`src/rtl/acorn128_pkg.sv`:
```
// rtl/acorn128_pkg.sv - ACORN-128 shared constants, tap indices, step boundaries and majority helper
package acorn128_pkg;

    localparam int STATE_W = 293;
    localparam int STEP_W  = 12;

    // State tap indices used by the feedback function
    localparam int TAP_S0   = 0;
    localparam int TAP_S23  = 23;
    localparam int TAP_S107 = 107;
    localparam int TAP_S160 = 160;
    localparam int TAP_S196 = 196;
    localparam int TAP_S244 = 244;

    // Step-counter boundaries for the AD and encryption phases
    localparam logic [STEP_W-1:0] AD_START  = 12'd0;
    localparam logic [STEP_W-1:0] AD_PAD    = 12'd128;
    localparam logic [STEP_W-1:0] AD_CA0    = 12'd256;
    localparam logic [STEP_W-1:0] ENC_START = 12'd384;
    localparam logic [STEP_W-1:0] ENC_PAD   = 12'd512;
    localparam logic [STEP_W-1:0] ENC_CA0   = 12'd640;
    localparam logic [STEP_W-1:0] ENC_END   = 12'd767;

    // Length of a data window (AD or plaintext) in steps
    localparam logic [STEP_W-1:0] DATA_LEN  = 12'd128;

    function automatic logic maj(input logic a, input logic b, input logic c);
        return (a & b) ^ (a & c) ^ (b & c);
    endfunction

endpackage

```
`src/rtl/acorn128_ad_enc_ctrl_if.sv`:
```
// rtl/acorn128_ad_enc_ctrl_if.sv - feedback bus between the control decoder and the feedback block
//  state : current ACORN state S[292:0]
//  ks    : keystream bit for the current step
//  ca/cb : registered control bits
//  f     : feedback bit returned by the feedback block
//  master drives state/ks/ca/cb and reads f; slave is the reverse.
interface acorn128_ad_enc_ctrl_if;
    import acorn128_pkg::*;

    logic [STATE_W-1:0] state;
    logic               ks;
    logic               ca;
    logic               cb;
    logic               f;

    modport master (output state, output ks, output ca, output cb, input f);
    modport slave  (input state, input ks, input ca, input cb, output f);

endinterface

```
`src/rtl/acorn128_fbk.sv`:
```
// rtl/acorn128_fbk.sv - combinational ACORN-128 feedback bit
//  bus (slave) : state, ks, ca, cb in; f out
//  f = S0 ^ ~S107 ^ maj(S244,S23,S160) ^ (ca & S196) ^ (cb & ks)
module acorn128_fbk
    import acorn128_pkg::*;
(
    acorn128_ad_enc_ctrl_if.slave bus
);

    // Only six taps feed the equation; the rest of the state is intentionally ignored
    logic unused_state;
    assign unused_state = ^bus.state;

    always_comb begin
        bus.f = bus.state[TAP_S0]
              ^ ~bus.state[TAP_S107]
              ^ maj(bus.state[TAP_S244], bus.state[TAP_S23], bus.state[TAP_S160])
              ^ (bus.ca & bus.state[TAP_S196])
              ^ (bus.cb & bus.ks);
    end

endmodule

```
`src/rtl/acorn128_ad_enc_ctrl.sv`:
```
// rtl/acorn128_ad_enc_ctrl.sv - ACORN-128 AD/encryption control-bit decoder and feedback generator
//  clk, rst        : clock, synchronous active-low reset
//  count_in        : global step counter (AD 0..383, encryption 384..767)
//  ad_in           : associated data, bit i used at step i
//  plaintext_in    : plaintext, bit i used at step 384+i
//  state_in, ks_in : current state and keystream bit
//  ca_out, cb_out, mbit_out, valid_out : registered decode of the previous cycle's count
//  fbk_out, s292_out : combinational feedback and new top state bit
module acorn128_ad_enc_ctrl
    import acorn128_pkg::*;
#(
    parameter int CNT_W    = 12,
    parameter int AD_BITS  = 128,
    parameter int MSG_BITS = 128
) (
    input  logic                clk,
    input  logic                rst,
    input  logic [CNT_W-1:0]    count_in,
    input  logic [AD_BITS-1:0]  ad_in,
    input  logic [MSG_BITS-1:0] plaintext_in,
    input  logic [STATE_W-1:0]  state_in,
    input  logic                ks_in,
    output logic                ca_out,
    output logic                cb_out,
    output logic                mbit_out,
    output logic                valid_out,
    output logic                fbk_out,
    output logic                s292_out
);

    logic             ca_d;
    logic             cb_d;
    logic             m_d;
    logic             v_d;
    logic [CNT_W-1:0] enc_idx;

    always_comb begin
        ca_d    = 1'b0;
        cb_d    = 1'b0;
        m_d     = 1'b0;
        v_d     = 1'b0;
        // Wraps for counts below ENC_START; only consulted inside the encryption window
        enc_idx = count_in - ENC_START;
        if (count_in < ENC_START) begin
            v_d  = 1'b1;
            cb_d = 1'b1;
            ca_d = (count_in < AD_CA0);
            if (count_in < AD_PAD) begin
                m_d = ad_in[count_in[6:0]];
            end else if (count_in == AD_PAD) begin
                m_d = 1'b1;
            end
        end else if (count_in <= ENC_END) begin
            v_d  = 1'b1;
            ca_d = (count_in < ENC_CA0);
            if (enc_idx < DATA_LEN) begin
                m_d = plaintext_in[enc_idx[6:0]];
            end else if (count_in == ENC_PAD) begin
                m_d = 1'b1;
            end
        end
    end

    always_ff @(posedge clk) begin
        if (!rst) begin
            ca_out    <= 1'b0;
            cb_out    <= 1'b0;
            mbit_out  <= 1'b0;
            valid_out <= 1'b0;
        end else begin
            ca_out    <= ca_d;
            cb_out    <= cb_d;
            mbit_out  <= m_d;
            valid_out <= v_d;
        end
    end

    acorn128_ad_enc_ctrl_if fbk_bus ();

    assign fbk_bus.state = state_in;
    assign fbk_bus.ks    = ks_in;
    assign fbk_bus.ca    = ca_out;
    assign fbk_bus.cb    = cb_out;

    acorn128_fbk u_fbk (
        .bus (fbk_bus.slave)
    );

    assign fbk_out  = fbk_bus.f;
    assign s292_out = fbk_bus.f ^ mbit_out;

endmodule

```
`config.mk`:
```
export PLATFORM = sky130hd
export DESIGN_NAME = acorn128_ad_enc_ctrl
export DESIGN_NICKNAME = d
export VERILOG_FILES = /design/src/rtl/acorn128_pkg.sv /design/src/rtl/acorn128_ad_enc_ctrl_if.sv /design/src/rtl/acorn128_fbk.sv /design/src/rtl/acorn128_ad_enc_ctrl.sv
export SDC_FILE = /design/constraint.sdc
export NUM_CORES = 1
export LEC_CHECK = 0
export CORE_AREA = 2 2 221 223
export CTS_CLUSTER_SIZE = 10
export DETAILED_ROUTE_END_ITERATION = 10
export DIE_AREA = 0 0 223 225
export GPL_TIMING_DRIVEN = 0
export PLACE_DENSITY_LB_ADDON = 0.05
export SLEW_MARGIN = 20
export SYNTH_ARGS = -nofsm -noshare
export SYNTH_HDL_FRONTEND = slang
export SYNTH_SLANG_ARGS = --single-unit
```
`constraint.sdc`:
```
create_clock -name clk -period 2.63 [get_ports clk]
set_input_delay 0.526 -clock clk [delete_from_list [all_inputs] [get_ports clk]]
set_output_delay 0.526 -clock clk [all_outputs]
set_load 0.005 [all_outputs]
```
==> metrics.md <==
| Metric | Value |
|---|---|
| Syn avg cell area | between 10 and 15 µm² |
| Placed instance count | 1,104 |
| Final Non-Filler Cells | about 1,100 |
| Hold Slack | around 0.94 ns |
| Ys async rst share | 0 |
| Synth cell types | 44 |
| Largest net degree at the start of global routing | 11 |
| Clock Tree Buf Depth | 2 |
| Initial antenna violation count | 7 |
| Post-route cell area | 6500 µm² |
| Die area | 50,200 µm² |
| Grt total ovfl | 0 |
| Core area | approximately 48,000 µm² |
| Port bufs | between 200 and 300 |
| Leading area contributor after synthesis | mux4_2 |
| Largest cells by area after synthesis | mux4_2 57%, a22oi_1 4.6%, mux2i_1 4.1% |
| Hold Crit Endpoint | valid_out |
| Starting Density | 0.0519 |
| RSZ-0062 raised after global routing | false |
| Post-synthesis cell area | 2470 µm² |
| Final setup vio count | 0 |
| Std-Cell Rows | 80 |
| Worst vdd ir | roughly 0.00013 V |
| CP Capture Type | register |
| CTS Buf Count | 3 |
| Root buf cell | clkbuf_16 |
| YS warnings | 0 |
| ANT nets after route | 0 |
| Share of the synthesized area in the top cell type | 0.566 |
| Final Max Tran Viols | 0 |
| Vias in the first global route | 3,813 |
| Pwr Density | 190 nW/µm² |
| Number of remaining DRC errors | 0 |
| Status | completed |
| Post-Syn Nets | a little under 800 |
| Required time of the worst setup path | around 2.7 ns |
| Leak | roughly 2.2 nW |
| Cell count after synthesis | 211 |
| Class of the worst hold path | in -> reg |
| Critical path fanouts, max | 1 |
| WL per Instance | 19.0 µm |
| Global-route wire length before repair | ~29,000 µm |
| Slew headroom | 0.554 |
| DRT Wirelength | about 21,000 µm |
| Hold Path Depth | 3 |
| Share of cells above drive strength 1 | 0.251 |
| Max Clk Rate | a little under 0.4 GHz |
| Critical Path, Cell by Cell | clkdlybuf4s50_1 -> mux4_2 -> a22oi_2 -> a21oi_2 -> o41ai_2 -> o311a_1 -> o22ai_2 |
| CTS clk-pin slew, worst paths | 0.03 ns |
| Crit path kind | in -> reg |
| Utilization after layout | 0.137 |
| Ports | 570 |
| Total iterations of the first detailed-routing run | 4 |
| Startpoint Class | input pin |
| Worst EP arrival | roughly 2.6 ns |
| Worst path slowest cell | mux4_2 |
| Area growth from synthesis to layout | 163% |
| Fillcell total | around 5,300 |
| Post-layout nets | about 1,100 |
| Die W | between 200 and 250 µm |
| Slew @ Worst Pin | around 0.67 ns |
| Sequential share of the synthesized area | 0.0324 |
| Setup_tns | 0 ns |
| Maxcap violations | 0 |
| Hold Startpoint | rst |
| Die height | around 230 µm |
| CP peak stage delay | between 0.4 and 0.5 ns |
| Final hold vios | 0 |
| Critical path startpoint | ad_in[122] |
| Post-DP Area | roughly 6000 µm² |
| H-tree depth | 1 |
| TritonCTS Sinks | 4 |
| Post-synth EDFFs | 0 |
| Dpl hpwl | around 18,000 µm |
| Placer Congestion | approximately 0.65 |
| Vias | approximately 3,300 |
| CTS tree | done |
| Seq cells post-synth | 4 |
| Cts hold-fix bufs | 0 |
| DR iter-0 viols | just over 80 |
| Post-route clock period utilization | 0.965 |
| Global Route Usage Sum | 0.0802 |
| Via density | 2.95 |
| Final Critical Period | between 2 and 3 ns |
| Main synth FF type | dfxtp_1 |
## sequential cells by signal, summed over array words and instances (netlist names)
name / count
ca_out: 1
cb_out: 1
valid_out: 1
mbit_out: 1
## area by class of cell
class / count / area [µm²] / share of cell area
timing repair buffer: 293 / 2930 / 0.451
sequential: 4 / 80.1 / 0.0123
multi-input combinational: 182 / 2340 / 0.360
inverter: 2 / 7.51 / 0.00116
antenna: 3 / 7.51 / 0.00116
clock buffer: 3 / 75.1 / 0.0116
buffer: 21 / 290 / 0.0447
tap: 615 / 769 / 0.118
## per-layer routing
layer  share of wire  global-route usage
met3           0.072              0.0246
met2            0.51               0.144
met1            0.41              0.0967
met4          0.0033             0.00823
met5          0.0022                   0
## cells by family (layout without fill, tap and decap cells)
kind of cell	Yosys count	after routing	synth area share
fa+ha+maj	3	3	0.0142
buf+inv	25	319	0.0603
other cells	0	3	0
flops	4	4	0.0324
simple gates	49	49	0.102
mux	78	78	0.634
xor+xnor	5	5	0.0177
compound gates	47	47	0.139
## report_power, final
| group | switching, mW | leakage (nW) | internal, mW |
|---|---|---|---|
| logic | 0.304 | 2.09 | 0.633 |
| registers | 0.000948 | 0.0325 | 0.0628 |
| clock network | 0.0386 | 0.0370 | 0.194 |
| total | 0.343 | 2.16 | 0.890 |
## worst max-delay path, delay by kind of cell
kind	cells	cell delay (ns)
buffers and inverters	1	0.39
muxes	1	0.48
AOI/OAI and AO/OA	5	1.22
## cells in the mapped netlist, types with 3 or more instances
| library cell | count |
|---|---|
| mux4_2 | 62 |
| a22oi_1 | 15 |
| a21oi_1 | 12 |
| nand2_1 | 11 |
| mux2i_1 | 10 |
| nor2_1 | 10 |
| nand2b_1 | 8 |
| clkbuf_1 | 6 |
| nor2b_1 | 6 |
| a211oi_1 | 4 |
| a221oi_1 | 4 |
| buf_1 | 4 |
| buf_2 | 4 |
| buf_4 | 4 |
| dfxtp_1 | 4 |
| mux2_2 | 4 |
| nand3_1 | 4 |
| buf_6 | 3 |
| xnor2_1 | 3 |
## layout by cell type, fill, tap and decap left out, drive strengths merged, types with 2 or more instances in the layout
cell type      instances
a21oi                 12
dlygate4sd2            2
xnor2                  3
mux2i                 10
buf                   28
diode                  3
nor2                  10
a221oi                 4
ha                     2
nor4                   2
dlymetal6s2s           5
inv                    2
a22oi                 15
nand2b                 8
nand4                  2
nand3                  4
mux4                  62
o22ai                  2
mux2                   6
clkbuf                13
a31oi                  2
dfxtp                  4
or2                    2
nand2                 11
a211oi                 4
xor2                   2
nor2b                  6
clkdlybuf4s50        269
## per-stage QoR
step           setup WS [ns]  power [mW]
2_1_floorplan          0.190       0.395
3_3_place_gp           -1.43       0.961
3_5_place_dp           -1.26       0.966
4_1_cts               -0.109        1.23
5_1_grt              0.00240        1.31
6_report              0.0927        1.23
## how the worst max path moves through the flow
stage          slack, ns  endpoint
2_1_floorplan       0.19  mbit_out
3_3_place_gp       -1.43  mbit_out
3_5_place_dp       -1.26  mbit_out
4_1_cts            -0.11  mbit_out
5_1_grt            0.002  mbit_out
6_report            0.09  mbit_out
## what timing repair did
| item | 4_1_cts | 5_1_grt |
|---|---|---|
| endpoints found under the hold margin | 0 | 0 |
| setup endpoints to repair | 3 | 1 |
| buffers inserted | 3 | 10 |
| pin swaps | 8 | 9 |
| cloned | 0 | 2 |
| resized for setup | 56 | 28 |
(Power assumes the default switching activity.)
